--- src/rtl/cache_types_pkg.sv ---
// Shared types for the cache miss-path arbitration logic: arbiter state,
// client identity, default bus widths and the grant selection helper.
package cache_types_pkg;

  localparam int unsigned DEFAULT_ADDR_W = 32;
  localparam int unsigned DEFAULT_LINE_W = 256;

  typedef enum logic [1:0] {
    IDLE    = 2'd0,
    SERVE_I = 2'd1,
    SERVE_D = 2'd2
  } arb_state_t;

  typedef enum logic {
    CLIENT_I = 1'b0,
    CLIENT_D = 1'b1
  } client_t;

  // Pick the client to grant. On a tie, the client not served last wins so
  // that two continuously requesting clients alternate.
  function automatic client_t arb_pick(input logic    i_req,
                                       input logic    d_req,
                                       input client_t last_grant);
    client_t pick;
    if (i_req && d_req) begin
      pick = (last_grant == CLIENT_I) ? CLIENT_D : CLIENT_I;
    end else if (d_req) begin
      pick = CLIENT_D;
    end else begin
      pick = CLIENT_I;
    end
    return pick;
  endfunction

endpackage

--- src/rtl/pmem_arbiter.sv ---
// Two-client arbiter between the icache and dcache miss paths and the single
// shared physical-memory port. The winning request is latched at grant time,
// one full-line transaction is driven downstream from the latched copy, and
// the completion strobe is steered back to the winner with no added latency.
module pmem_arbiter
  import cache_types_pkg::*;
#(
  parameter int unsigned ADDR_W = DEFAULT_ADDR_W,
  parameter int unsigned LINE_W = DEFAULT_LINE_W
) (
  input  logic              clk,
  input  logic              rst,

  input  logic              i_pmem_read,
  input  logic [ADDR_W-1:0] i_pmem_address,
  output logic [LINE_W-1:0] i_pmem_rdata,
  output logic              i_pmem_resp,

  input  logic              d_pmem_read,
  input  logic              d_pmem_write,
  input  logic [ADDR_W-1:0] d_pmem_address,
  input  logic [LINE_W-1:0] d_pmem_wdata,
  output logic [LINE_W-1:0] d_pmem_rdata,
  output logic              d_pmem_resp,

  output logic              pmem_read,
  output logic              pmem_write,
  output logic [ADDR_W-1:0] pmem_address,
  output logic [LINE_W-1:0] pmem_wdata,
  input  logic [LINE_W-1:0] pmem_rdata,
  input  logic              pmem_resp
);

  arb_state_t        state_q;
  client_t           last_grant_q;
  logic [ADDR_W-1:0] addr_q;
  logic [LINE_W-1:0] wdata_q;
  logic              pmem_read_q;
  logic              pmem_write_q;

  logic              i_req;
  logic              d_req;
  logic              grant_valid;
  client_t           grant_client;
  logic              grant_write_d;
  logic [ADDR_W-1:0] grant_addr_d;
  logic [LINE_W-1:0] grant_wdata_d;

  assign i_req = i_pmem_read;
  // A dcache read and write asserted together is served as a writeback.
  assign d_req = d_pmem_read | d_pmem_write;

  // Select the winner and the request fields that will be latched on grant.
  always_comb begin
    grant_valid   = i_req | d_req;
    grant_client  = arb_pick(i_req, d_req, last_grant_q);
    grant_write_d = 1'b0;
    grant_addr_d  = i_pmem_address;
    grant_wdata_d = '0;
    if (grant_client == CLIENT_D) begin
      grant_write_d = d_pmem_write;
      grant_addr_d  = d_pmem_address;
      grant_wdata_d = d_pmem_wdata;
    end else begin
      grant_write_d = 1'b0;
      grant_addr_d  = i_pmem_address;
      grant_wdata_d = '0;
    end
  end

  // Arbiter FSM: grant from IDLE, hold the latched transaction until the
  // downstream completion, then spend one IDLE cycle with strobes low.
  always_ff @(posedge clk) begin
    if (rst) begin
      state_q      <= IDLE;
      last_grant_q <= CLIENT_I;
      addr_q       <= '0;
      wdata_q      <= '0;
      pmem_read_q  <= 1'b0;
      pmem_write_q <= 1'b0;
    end else begin
      case (state_q)
        IDLE: begin
          if (grant_valid) begin
            state_q      <= (grant_client == CLIENT_I) ? SERVE_I : SERVE_D;
            addr_q       <= grant_addr_d;
            wdata_q      <= grant_wdata_d;
            pmem_read_q  <= ~grant_write_d;
            pmem_write_q <= grant_write_d;
          end else begin
            state_q      <= IDLE;
            pmem_read_q  <= 1'b0;
            pmem_write_q <= 1'b0;
          end
        end
        SERVE_I, SERVE_D: begin
          // The downstream side is never aborted: a client dropping its
          // request here has no effect until the completion arrives.
          if (pmem_resp) begin
            state_q      <= IDLE;
            pmem_read_q  <= 1'b0;
            pmem_write_q <= 1'b0;
            last_grant_q <= (state_q == SERVE_I) ? CLIENT_I : CLIENT_D;
          end else begin
            state_q      <= state_q;
          end
        end
        default: begin
          state_q      <= IDLE;
          pmem_read_q  <= 1'b0;
          pmem_write_q <= 1'b0;
        end
      endcase
    end
  end

  assign pmem_read    = pmem_read_q;
  assign pmem_write   = pmem_write_q;
  assign pmem_address = addr_q;
  assign pmem_wdata   = wdata_q;

  // Read data is broadcast; only the completion strobes identify the owner.
  assign i_pmem_rdata = pmem_rdata;
  assign d_pmem_rdata = pmem_rdata;
  assign i_pmem_resp  = (state_q == SERVE_I) & pmem_resp;
  assign d_pmem_resp  = (state_q == SERVE_D) & pmem_resp;

endmodule

--- config.mk ---
export PLATFORM = sky130hd
export DESIGN_NAME = pmem_arbiter
export DESIGN_NICKNAME = d
export VERILOG_FILES = /design/src/rtl/cache_types_pkg.sv /design/src/rtl/pmem_arbiter.sv
export SDC_FILE = /design/constraint.sdc
export NUM_CORES = 1
export LEC_CHECK = 0
export CORE_AREA = 8 8 533 535
export CTS_CLUSTER_DIAMETER = 80
export DETAILED_ROUTE_END_ITERATION = 12
export DIE_AREA = 0 0 541 543
export GPL_ROUTABILITY_DRIVEN = 1
export PLACE_DENSITY = 0.3
export SLEW_MARGIN = 20
export SYNTH_ARGS = -nofsm -noshare
export SYNTH_HDL_FRONTEND = slang
export SYNTH_SLANG_ARGS = --single-unit
--- constraint.sdc ---
create_clock -name clk -period 2.2 [get_ports clk]
set_clock_uncertainty 0.1 [all_clocks]
set_input_delay 0.55 -clock clk [delete_from_list [all_inputs] [get_ports clk]]
set_output_delay 0.55 -clock clk [all_outputs]
set_load 0.005 [all_outputs]
==> flow_metrics.py <==
metrics = {
    "status": {
        "status": "completed",
    },
    "cts": {
        "clock-root-buffer": "clkbuf_16",
        "clk_path_buf_depth": 3,
        "clk_pin_slew_worst_paths_ns": 0.06,
        "cts_tree": "done",
        "numCtsBuffers": 42,
        "insertion_delay_ns": 0.63,
        "numClockSinks": 293,
        "cts-htree-levels": 2,
    },
    "min_path": {
        "hp-start": "rst",
        "hold_path.class": "in2reg",
        "hold_end": "pmem_address[0]",
        "holdPathStages": 2,
    },
    "drt": {
        "drtIter0Drc": 890,
        "via_per_inst": 2.452,
        "via_count": 13060,
        "drcViolationCount": 0,
        "ant_nets": 0,
        "dr.pass1.iters": 5,
        "wirelength_um": 183700,
        "wl_per_cell_um": 34.51,
    },
    "logic_synthesis": {
        "yosys.area.top_type": "dfxtp_1",
        "synth_area_per_cell_um2": 8.956,
        "ys_seq_area_frac": 0.4075,
        "yosys_warnings": 0,
        "ys_top_cells_by_area": "dfxtp_1 41%, buf_4 27%, a32oi_1 16%, nor2_1 7.5%, buf_2 2.9%",
        "synth_nets": 2192,
        "ys_ff_latch": 293,
        "yosysUniqueCellTypes": 23,
        "synthCells": 1607,
        "syn_area_um2": 14390,
        "synth_top_area_share": 0.4075,
    },
    "setup_path": {
        "slowest_stage": "clkdlybuf4s15_1",
        "reg2reg_from": "state_q[0]",
        "reg2reg_depth": 7,
        "r2r-end": "pmem_wdata[163]",
        "regToRegSetupSlack_ns": 0.29,
        "cpPeakStageDelay_ns": 0.52,
        "cp_max_fo": 2,
        "path_depth": 1,
        "critPathTopFamily": "buffers and inverters",
        "end_kind": "primary output",
        "crit_path_start_kind": "flip-flop",
        "arrival_ns": 1.51,
        "crit_buf_inv": 1,
        "path_cells": "clkdlybuf4s15_1",
        "path_class": "reg2out",
        "critPathRequiredTime_ns": 1.55,
    },
    "global_route": {
        "grt_pass1_wl_um": 213500,
        "grt_pass1_vias": 12940,
        "grt_max_degree": 86,
        "track_usage": 0.1180,
        "grt-ovfl-total": 0,
        "antenna_found_initial": 107,
    },
    "timing": {
        "slew_headroom": 0.6430,
        "fmax_mhz": 462.0,
        "finalHoldViolCount": 0,
        "finalSetupViolCount": 0,
        "period_share": 0.9838,
        "worst_pin_slew_ns": 0.5377,
        "slew_violations": 0,
        "fin_crit_ns": 2.164,
        "worst_slack_ns": 0.03566,
        "grt_setup_unrepaired": "yes",
    },
    "floorplanning": {
        "dieArea_um2": 293800,
        "ios": 1386,
        "core-area_um2": 275300,
        "num_rows": 193,
        "start_util": 0.05228,
        "die_h_um": 543,
        "die_x_um": 541,
    },
    "final_layout": {
        "design_area_um2": 22420,
        "area_growth_syn_to_layout_pct": 55.76,
        "final_nets": 2271,
        "layout_commonest_cell": "clkdlybuf4s50_1",
        "final_cell_mix": "326 x clkdlybuf4s50_1, 288 x nor2_1, 270 x dfxtp_1",
        "drive_above_1_share": 0.1294,
    },
    "placed_design": {
        "placed_area_um2": 21300,
        "gp_congestion": 0.7593,
        "place_hpwl_um": 164500,
        "dp_slack_ns": -0.2162,
        "portBuffers": 617,
    },
    "power": {
        "powerDensity_nw_per_um2": 831.3,
        "peakVddDrop_mv": 0.4675,
        "p_leak_nw": 7.815,
    },
    "job": {
        "drv_cap": 0,
    },
}
## where the power goes
group / internal [W] / total, W / switching (W)
registers: 0.00596 / 0.00639 / 0.000438
logic: 0.00212 / 0.00519 / 0.00307
clock network: 0.00411 / 0.00705 / 0.00294
total: 0.0122 / 0.0186 / 0.00645
## per-layer routing
metal / global-route usage / vias up / wire length, um
li1: - / 5312 / -
met4: 0.03273 / 2 / 6454
met1: 0.07791 / 5799 / 42450
met2: 0.1932 / 1593 / 83520
met3: 0.1551 / 350 / 51310
met5: 0.0001623 / - / 10
## per-stage QoR
stage	total power, W	hold WS [ns]	util	cells	setup TNS (ns)
3_3_place_gp	0.01216	0.3449	0.07737	5248	-48.85
5_1_grt	0.01972	0.1081	0.08142	5324	-0.02501
2_1_floorplan	0.008995	0.3483	-	1607	0
3_5_place_dp	0.01213	0.3495	0.07737	5248	-45.03
4_1_cts	0.01913	0.08125	0.08154	5321	-0.08132
6_report	0.01863	0.1389	0.08143	5325	0
## sequential cells by signal, indices dropped and copies added, names as in the netlist
| register | count |
|---|---|
| last_grant_q | 1 |
| state_q | 2 |
| pmem_read | 1 |
| pmem_address | 32 |
| pmem_write | 1 |
| pmem_wdata | 256 |
## Yosys cell counts, drive strengths merged
master     n
a211o      1
a21boi     1
a21oi      5
a2bb2oi    1
a311oi    33
a32oi    256
and2       2
buf      599
clkbuf    45
dfxtp    293
ha         3
inv        2
nand2     69
nand2b     1
nand3      3
nor2     288
nor2b      1
o2bb2ai    1
o31a       1
o31ai      1
or2        1
## timing repair
item	in CTS	in global routing
endpoints found under the hold margin	0	0
setup endpoints to repair	257	46
buffers inserted	0	1
hold buffers	0	0
gates resized for setup	348	63
pin swaps	0	0
## cell type report
type	count	area, um2
Sequential cell	293	5907
Multi-Input combinational cell	668	4123
Tap cell	3607	4513
Clock inverter	11	157.7
Fill cell	32120	252900
Timing Repair Buffer	679	6506
Clock buffer	62	1196
Inverter	2	7.507
Antenna cell	3	7.507
## worst register-to-register path, cell delays in order (launching register included)
cell      delay [ns]
dfxtp_2         0.34
inv_2           0.08
ha_1            0.25
a21boi_4        0.28
buf_12          0.25
buf_12          0.28
a32oi_1         0.17
nor2_1          0.11
## logic make-up (layout without fill, tap and decap cells)
kind of cell               count (synthesis)  count (layout)  synth area share
buffers and inverters                    646             754            0.3110
adders and majority gates                  3               3          0.002608
other                                      0               3                 0
and+or+nand+nor                          365             365           0.09632
AOI/OAI and AO/OA                        300             300            0.1826
DFF                                      293             293            0.4075
## worst max path at each step
stage / end / from / slack (ns)
floorplan: pmem_wdata[226] / i_pmem_read / 0.51
global placement: pmem_wdata[68] / d_pmem_read / -0.26
detailed placement: pmem_wdata[82] / d_pmem_write / -0.22
CTS: i_pmem_resp / state_q[1] / -0.08
global route: d_pmem_resp / state_q[1] / -0.03
finish: pmem_wdata[171] / pmem_wdata[171] / 0.04
No activity file was read; power rests on OpenSTA's default activity.
